==> src/rtl/pipe_hazard_ctrl.sv <==
// pipe_hazard_ctrl: stall/flush sequencer for the 5-stage MIPS pipeline.
// Sole source of the pipeline-register enables and bubble (flush) requests.
//
// Ports:
//   clock, reset         rising-edge clock, synchronous active-high reset
//   id_rs, id_rt         source register fields of the IF/ID instruction
//   id_uses_rt, id_jump  IF/ID reads rt / IF/ID is a jump
//   ex_mem_read, ex_rd   load flag and destination of the ID/EX instruction
//   ex_branch_taken      branch in EX resolved taken
//   mem_req, dmem_ready  EX/MEM data-memory access and its completion
//   *_en, *_flush        register enables and bubble requests (Mealy)
//   ctrl_state           0 = RUN, 1 = MEM_WAIT (registered)
//   mem_error            sticky data-memory timeout flag
//   stall_cycles,
//   flush_count          performance counters
//
// Parameter MEM_TIMEOUT (1..255) bounds the number of MEM_WAIT cycles.
// Define PIPE_PERF_CNT_EN to build the performance counters; otherwise
// both counter outputs are tied to zero.

module pipe_hazard_ctrl #(
    parameter int unsigned MEM_TIMEOUT = 255
) (
    input  logic        clock,
    input  logic        reset,
    input  logic [4:0]  id_rs,
    input  logic [4:0]  id_rt,
    input  logic        id_uses_rt,
    input  logic        id_jump,
    input  logic        ex_mem_read,
    input  logic [4:0]  ex_rd,
    input  logic        ex_branch_taken,
    input  logic        mem_req,
    input  logic        dmem_ready,
    output logic        pc_en,
    output logic        ifid_en,
    output logic        idex_en,
    output logic        exmem_en,
    output logic        memwb_en,
    output logic        ifid_flush,
    output logic        idex_flush,
    output logic [1:0]  ctrl_state,
    output logic        mem_error,
    output logic [31:0] stall_cycles,
    output logic [15:0] flush_count
);

    typedef enum logic [1:0] {
        RUN      = 2'd0,
        MEM_WAIT = 2'd1
    } state_e;

    localparam logic [7:0] WaitLast = 8'(MEM_TIMEOUT - 1);

    state_e     state_q, state_d;
    logic [7:0] wait_cnt_q, wait_cnt_d;
    logic       mem_error_q, mem_error_d;
    logic       hold;
    logic       load_use;

    assign load_use = ex_mem_read && (ex_rd != 5'd0) &&
                      ((ex_rd == id_rs) ||
                       (id_uses_rt && (ex_rd == id_rt)));

    // Next state. `hold` freezes the whole pipeline; when a wait ends
    // (data returned or timed out) hazards are evaluated as in RUN,
    // since EX has been frozen with its inputs held.
    always_comb begin
        state_d     = state_q;
        wait_cnt_d  = wait_cnt_q;
        mem_error_d = mem_error_q;
        hold        = 1'b0;
        unique case (state_q)
            RUN: begin
                if (mem_req && !dmem_ready) begin
                    hold       = 1'b1;
                    state_d    = MEM_WAIT;
                    wait_cnt_d = 8'd0;
                end
            end
            MEM_WAIT: begin
                if (dmem_ready) begin
                    state_d = RUN;
                end else if (wait_cnt_q == WaitLast) begin
                    mem_error_d = 1'b1;
                    state_d     = RUN;
                end else begin
                    hold       = 1'b1;
                    wait_cnt_d = wait_cnt_q + 8'd1;
                end
            end
            default: state_d = RUN;
        endcase
    end

    // Enables and flushes, highest priority first.
    always_comb begin
        pc_en      = 1'b1;
        ifid_en    = 1'b1;
        idex_en    = 1'b1;
        exmem_en   = 1'b1;
        memwb_en   = 1'b1;
        ifid_flush = 1'b0;
        idex_flush = 1'b0;
        if (reset) begin
            pc_en      = 1'b0;
            ifid_en    = 1'b0;
            idex_en    = 1'b0;
            exmem_en   = 1'b0;
            memwb_en   = 1'b0;
            ifid_flush = 1'b1;
            idex_flush = 1'b1;
        end else if (hold) begin
            pc_en    = 1'b0;
            ifid_en  = 1'b0;
            idex_en  = 1'b0;
            exmem_en = 1'b0;
            memwb_en = 1'b0;
        end else if (ex_branch_taken) begin
            ifid_flush = 1'b1;
            idex_flush = 1'b1;
        end else if (load_use) begin
            // Bubble into EX clears ex_mem_read, so one bubble per hazard.
            pc_en      = 1'b0;
            ifid_en    = 1'b0;
            idex_flush = 1'b1;
        end else if (id_jump) begin
            ifid_flush = 1'b1;
        end
    end

    always_ff @(posedge clock) begin
        if (reset) begin
            state_q     <= RUN;
            wait_cnt_q  <= 8'd0;
            mem_error_q <= 1'b0;
        end else begin
            state_q     <= state_d;
            wait_cnt_q  <= wait_cnt_d;
            mem_error_q <= mem_error_d;
        end
    end

    assign ctrl_state = state_q;
    assign mem_error  = mem_error_q;

`ifdef PIPE_PERF_CNT_EN
    logic [31:0] stall_cnt_q, stall_cnt_d;
    logic [15:0] flush_cnt_q, flush_cnt_d;

    always_comb begin
        stall_cnt_d = stall_cnt_q;
        flush_cnt_d = flush_cnt_q;
        if (!pc_en) begin
            stall_cnt_d = stall_cnt_q + 32'd1;
        end
        if (ifid_flush || idex_flush) begin
            flush_cnt_d = flush_cnt_q + 16'd1;
        end
    end

    always_ff @(posedge clock) begin
        if (reset) begin
            stall_cnt_q <= 32'd0;
            flush_cnt_q <= 16'd0;
        end else begin
            stall_cnt_q <= stall_cnt_d;
            flush_cnt_q <= flush_cnt_d;
        end
    end

    assign stall_cycles = stall_cnt_q;
    assign flush_count  = flush_cnt_q;
`else
    assign stall_cycles = 32'd0;
    assign flush_count  = 16'd0;
`endif

endmodule

==> config.mk <==
export PLATFORM = sky130hd
export DESIGN_NAME = pipe_hazard_ctrl
export DESIGN_NICKNAME = d
export VERILOG_FILES = /design/src/rtl/pipe_hazard_ctrl.sv
export SDC_FILE = /design/constraint.sdc
export NUM_CORES = 1
export LEC_CHECK = 0
export ABC_AREA = 0
export CORE_MARGIN = 2
export CORE_UTILIZATION = 30
export DETAILED_ROUTE_END_ITERATION = 10
export PLACE_DENSITY = 0.73
export SYNTH_ARGS = -nofsm -noshare
export SYNTH_HDL_FRONTEND = slang
export SYNTH_SLANG_ARGS = --single-unit
==> constraint.sdc <==
create_clock -name clock -period 2.65 [get_ports clock]
set_clock_uncertainty 0.15 [all_clocks]
set_input_delay 0.3975 -clock clock [delete_from_list [all_inputs] [get_ports clock]]
set_output_delay 0.3975 -clock clock [all_outputs]
set_load 0.005 [all_outputs]
# --- Word-level counts from Yosys, hierarchy flattened ---
# Cells that the tools add are included.
totals:
  latchBits: 0
  ram_bits: 0
  rom_bits: 0
  inputBits: 23
  ff_bits: 11
  wordCells: 52
  mem_count: 0
  output_inout_bits: 58
op_classes:
  n_shift: 0
  n_addsub: 1
  n_mul: 0
  order_cmp: 0
  muxes: 27
  n_eq_ne: 8
  bitwise: 1
  div: 0
  n_reduce_logical: 12
ops:
  columns: ["cell", "count"]
  rows:
  - ["$mux W8", 3]
  - ["$mux W1", 18]
  - ["$pmux W8 S2", 1]
  - ["$eq A5 B5 Y1", 2]
  - ["$add A8 B1 Y8 const B", 1]
  - ["$eq A8 B8 Y1 const B", 1]
  - ["$mux W2", 3]
  - ["$ne A2 B2 Y1 const B", 3]
  - ["$reduce_bool A5 Y1", 1]
  - ["$logic_and A1 B1 Y1", 4]
  - ["$pmux W2 S2", 1]
  - ["$reduce_and A4 Y1", 1]
  - ["$ne A3 B3 Y1 const B", 1]
  - ["$reduce_and A3 Y1", 1]
  - ["$eq A2 B1 Y1 const B", 1]
  - ["$logic_not A2 Y1", 1]
  - ["$pmux W1 S2", 1]
  - ["$reduce_and A2 Y1", 1]
  - ["$reduce_bool A2 Y1", 1]
  - ["$logic_not A1 Y1", 1]
  - ["$logic_or A1 B1 Y1", 1]
  - ["$not A1 Y1", 1]

# --- Longest topological paths before layout ---
logic_depth:
  depth_word: 8
  depth_mapped: 6
  mapped_depth_nobuf: 5

# --- Worst setup path after synthesis ---
# Ideal clock, no wire load.
synth_timing:
  path_kind: "input-to-output"
  startpoint: "in ex_rd[1]"
  endpoint: "out pc_en"
  required_time_ns: 2.102
  path_buffers: 1
  t_arrival_ns: 1.560
  setup_slack_ns: 0.542
  path_stages: 5
  cell_sequence: "or4_1 o21ai_1 nor2_1 a21boi_0 buf_4"
synth_between:
  elab_chain_cells: 8
  word_cells_on_any_way: 11
  classes_between: "eq/ne: 2; mux: 4; reduce/logical: 5"
synth_lines:
  columns: ["element", "line_no", "source"]
  rows:
  - ["from (decl)", "31", "input logic [4:0] ex_rd,"]
  - ["$eq A5 B5 Y1", "63", "(id_uses_rt && (ex_rd == id_rt)));"]
  - ["$logic_and A1 B1 Y1", "63", null]
  - ["$logic_or A1 B1 Y1", "62", "((ex_rd == id_rs) ||"]
  - ["$logic_and A1 B1 Y1 (*)", "61", "assign load_use = ex_mem_read && (ex_rd != 5'd0) &&"]
  - ["$mux W1 (*) (4 in series)", null, null]
  - ["to (decl)", "35", "output logic pc_en,"]
# Every way passes the cells marked *; elsewhere a longest branch is shown, timed or not.

# --- Worst setup path in the final report ---
layout_timing:
  startpoint: "in ex_rd[2]"
  endpoint: "out ifid_flush"
layout_between:
  elab_chain_cells: 8
  word_cells_on_any_way: 11
  classes_between: "eq/ne: 2; mux: 4; reduce/logical: 5"
layout_lines:
  columns: ["element", "line_no", "source"]
  rows:
  - ["$eq A5 B5 Y1", "63", null]
  - ["$logic_and A1 B1 Y1", "63", null]
  - ["$logic_or A1 B1 Y1", "62", null]
  - ["$logic_and A1 B1 Y1 (*)", "61", null]
  - ["$mux W1 (*)", "122", "end else if (load_use) begin"]
  - ["$mux W1 (*)", "119", "end else if (ex_branch_taken) begin"]
  - ["$mux W1 (*)", "113", "end else if (hold) begin"]
  - ["$mux W1 (*)", "105", "if (reset) begin"]
  - ["to (decl)", "40", "output logic ifid_flush,"]
# Marks and branches as above.

==> summary.md <==
| Metric | Value |
|---|---|
| GRT Overall Usage | `0.0949` |
| Worst path required time | `between 2000 and 2500 ps` |
| Reg-to-reg startpoint | `wait_cnt_q[0]$_SDFFE_PP0P_` |
| Hold Path Stages | `2` |
| Hold buffer count at CTS | `0` |
| Mapped cell area | `around 1100 um2` |
| Total Wirelength | `just over 2 mm` |
| Largest net degree at the start of global routing | `8` |
| # port buffers | `31` |
| Commonest register cell after synthesis | `dfxtp_1` |
| Hpwl dp | `1.72 mm` |
| Root Driver | `clkbuf_4` |
| RePlAce Congestion | `0.719` |
| Final worst slack | `131 ps` |
| Yosys warnings | `0` |
| Starting Density | `0.317` |
| Main combinational cell family by area after synthesis | `buffers and inverters` |
| Worst-path maximum fanout | `2` |
| Initial antenna violation count | `0` |
| Commonest non-fill, non-tap cells in the layout | `49 x conb_1, 23 x clkdlybuf4s50_1, 13 x buf_4, 10 x xnor2_1, 10 x dfxtp_1` |
| Cell count of the worst reg-to-reg path | `5` |
| Adder-cell share of the synthesized area | `0.0233` |
| Setup CP Type | `input pin to output pin` |
| RSZ-0062 raised after global routing | `no` |
| WP buf/inv | `4` |
| CORE AREA | `3390 um2` |
| Wire length of the first global-routing pass | `about 3.1 mm` |
| Die ar. | `4070 um2` |
| Syn_area_per_cell | `slightly below 8 um2` |
| Post-Synth Simple-Gate Area | `0.159` |
| VDD IR max | `between 0.15 and 0.2 mV` |
| Critical Path Sink Type | `output pin` |
| Post-route ant nets | `0` |
| Syn Inst Count | `~140` |
| Number of diodes | `0` |
| Area of the multi-input gates | `647 um2` |
| I/O pin cnt | `roughly 80` |
| Seq cells post-synth | `10` |
| WL per Instance | `~9.0 um` |
| CTS Buf Count | `3` |
| First-pass DRT Iterations | `4` |
| Seq. cell area | `about 200 um2` |
| FILL cells | `about 350` |
| Initial DRC count | `28` |
| Tcrit/Tclk final | `0.950` |
| Switching power share of the total | `0.264` |
| Status | `finished clean` |
| Final hold viol count | `0` |
| Htree depth | `1` |
| Grt met1 use | `0.101` |
| Total grt overflow | `0` |
| Max Root-Sink Buffers | `2` |
| Min-Delay Startpoint | `mem_error$_SDFFE_PP0P_` |
| Pwr dens | `304 nW/um2` |
| DRC Markers | `0` |
| Int Pwr | `0.000304 W` |
| CTS tree | `built` |
| Post-Synth XOR/XNOR Area | `0.0897` |
| Vias per Instance | `between 3 and 4` |
| Count of cell types in the netlist | `36` |
| Nets | `about 210` |
| Worst r2r dst | `wait_cnt_q[7]$_SDFFE_PP0P_` |
| Tmin final | `2520 ps` |
| Final setup viols | `0` |
| Combinational Power Share | `0.302` |
| Latest clock arrival within the worst-skew pair | `approximately 260 ps` |
| Delay-heaviest family, CP | `buffers and inverters` |
| Row cnt | `21` |
| Clock share of power | `0.328` |
| Vias in the first global route | `approximately 770` |
| Max Slew Vio Count | `0` |
| Clock-pin slew on the worst setup and hold paths | `around 60 ps` |
| Arrival time worst endpoint | `around 2000 ps` |
| EDFF count, synth | `0` |
| FMAX | `397 MHz` |
| Crit path launch type | `input pin` |
| P_sw | `~0.00011 W` |
| Final Total Pwr | `~0.00041 W` |
| CP cell instances | `dlygate4sd2_1, or4_4, o21ai_2, buf_4, buf_4, nor3_1, a211oi_1, buf_2` |
| WHS Endpoint | `mem_error$_SDFFE_PP0P_` |
| Seq/Total Area, Yosys | `0.186` |
| Mux cell area share after synthesis | `0.0105` |
| Area Overhead vs Synth | `26.8%` |
| Max_cap viols | `0` |
| Die height | `between 60 and 70 um` |
| Fraction of synthesis flops using an asynchronous set or reset pin | `0` |
| Commonest non-fill, non-tap cell in the layout | `conb_1` |
| R2R setup slack | `around 790 ps` |
| Reg power frac | `0.369` |
| Worst slack, placed | `-397 ps` |
| Worst path slowest cell | `or4_4` |
| Hold Path Class | `flop to flop` |
| Width of the die | `roughly 64 um` |
| GRT busiest layer | `met2` |
| Layout cells sized above 1 | `0.149` |
| Routed vias | `~900` |
| Clk sink count | `10` |
| Slowest stage delay, CP | `around 520 ps` |
| Compound-gate portion of the synthesized area | `0.133` |
| Most repeated library cell on the critical path | `buf_4` |
| GR Util met3 | `0.0493` |
| Leak | `0.612 nW` |
| Fin Setup TNS | `0 ps` |
| Met2 Track Usage GR | `0.172` |
==> worst min-delay path, cell delays in order (launching register included) <==
cell and delay [ps]:
dfxtp_1 330, a21oi_1 40, nor2_1 70
==> worst max-delay path by stage <==
stage          startpoint         end  slack, ps  cells after the start
6_report         ex_rd[2]  ifid_flush        130                      8
3_3_place_gp     ex_rd[2]     ifid_en       -300                      6
4_1_cts          ex_rd[1]  idex_flush          3                      7
5_1_grt          ex_rd[2]  ifid_flush         50                      8
2_1_floorplan    ex_rd[1]       pc_en        540                      5
3_5_place_dp     ex_rd[2]     ifid_en       -400                      6
==> power by group through the flow <==
stage                     sequential (W)  combinational [W]  clock [W]
final                           0.000153           0.000125   0.000136
after global routing            0.000153           0.000138   0.000151
after CTS                       0.000153           0.000124   0.000143
after detailed placement        0.000156           0.000124          0
after global placement          0.000156           0.000123          0
after floorplan                 0.000156           0.000106          0
==> state kept, by name (all words and copies together) (netlist names) <==
signal,count
wait_cnt_q,8
ctrl_state,1
mem_error,1
==> layer usage <==
layer | wire (um) | part of all wire | vias up
li1 | - | - | 453
met1 | 809 | 0.40 | 394
met2 | 952 | 0.47 | 53
met4 | 15 | 0.0074 | 0
met3 | 256 | 0.13 | 4
met5 | 0 | 0 | -
==> cell type report <==
| cell class | count | area share |
|---|---|---|
| repair buffers | 44 | 0.295 |
| flip-flops and latches | 10 | 0.147 |
| multi-input cells | 118 | 0.475 |
| clock buffers | 4 | 0.0267 |
| well taps | 46 | 0.0423 |
| inverters | 5 | 0.0138 |
==> synth_stat cells (2+ instances only) <==
cell type	instances	area share
ha_1	2	0.023
or4_1	3	0.021
nor3_1	2	0.0093
nor2_1	8	0.028
or3_1	3	0.017
o21ai_0	3	0.014
inv_1	5	0.017
a31o_2	2	0.016
nand3_1	2	0.0093
buf_4	52	0.36
nand2_1	8	0.028
dfxtp_1	10	0.19
xnor2_1	10	0.082
a21oi_1	7	0.033
==> through the flow <==
stage               cell area, um2  instances  hold WS [ps]   util
floorplan                     1250        187           304      -
global placement              1300        221           306  0.383
detailed placement            1300        221           314  0.383
CTS                           1350        227           330  0.398
global route                  1360        227           347  0.402
finish                        1360        227           319  0.402
==> cell families after synthesis <==
group,after synthesis
xor gates and xnor gates,11
and+or+nand+nor,33
buffers and inverters,59
muxes,1
other,1
AOI/OAI and AO/OA,22
adders and majority gates,2
DFF,10
==> repair_timing <==
| action | CTS | global route |
|---|---|---|
| pin swaps | 1 | 2 |
| resized for setup | 15 | 4 |
| endpoints found under the hold margin | 0 | 0 |
| setup buffers | 2 | 0 |
| setup endpoints to repair | 4 | 7 |
(Power assumes the default switching activity.)
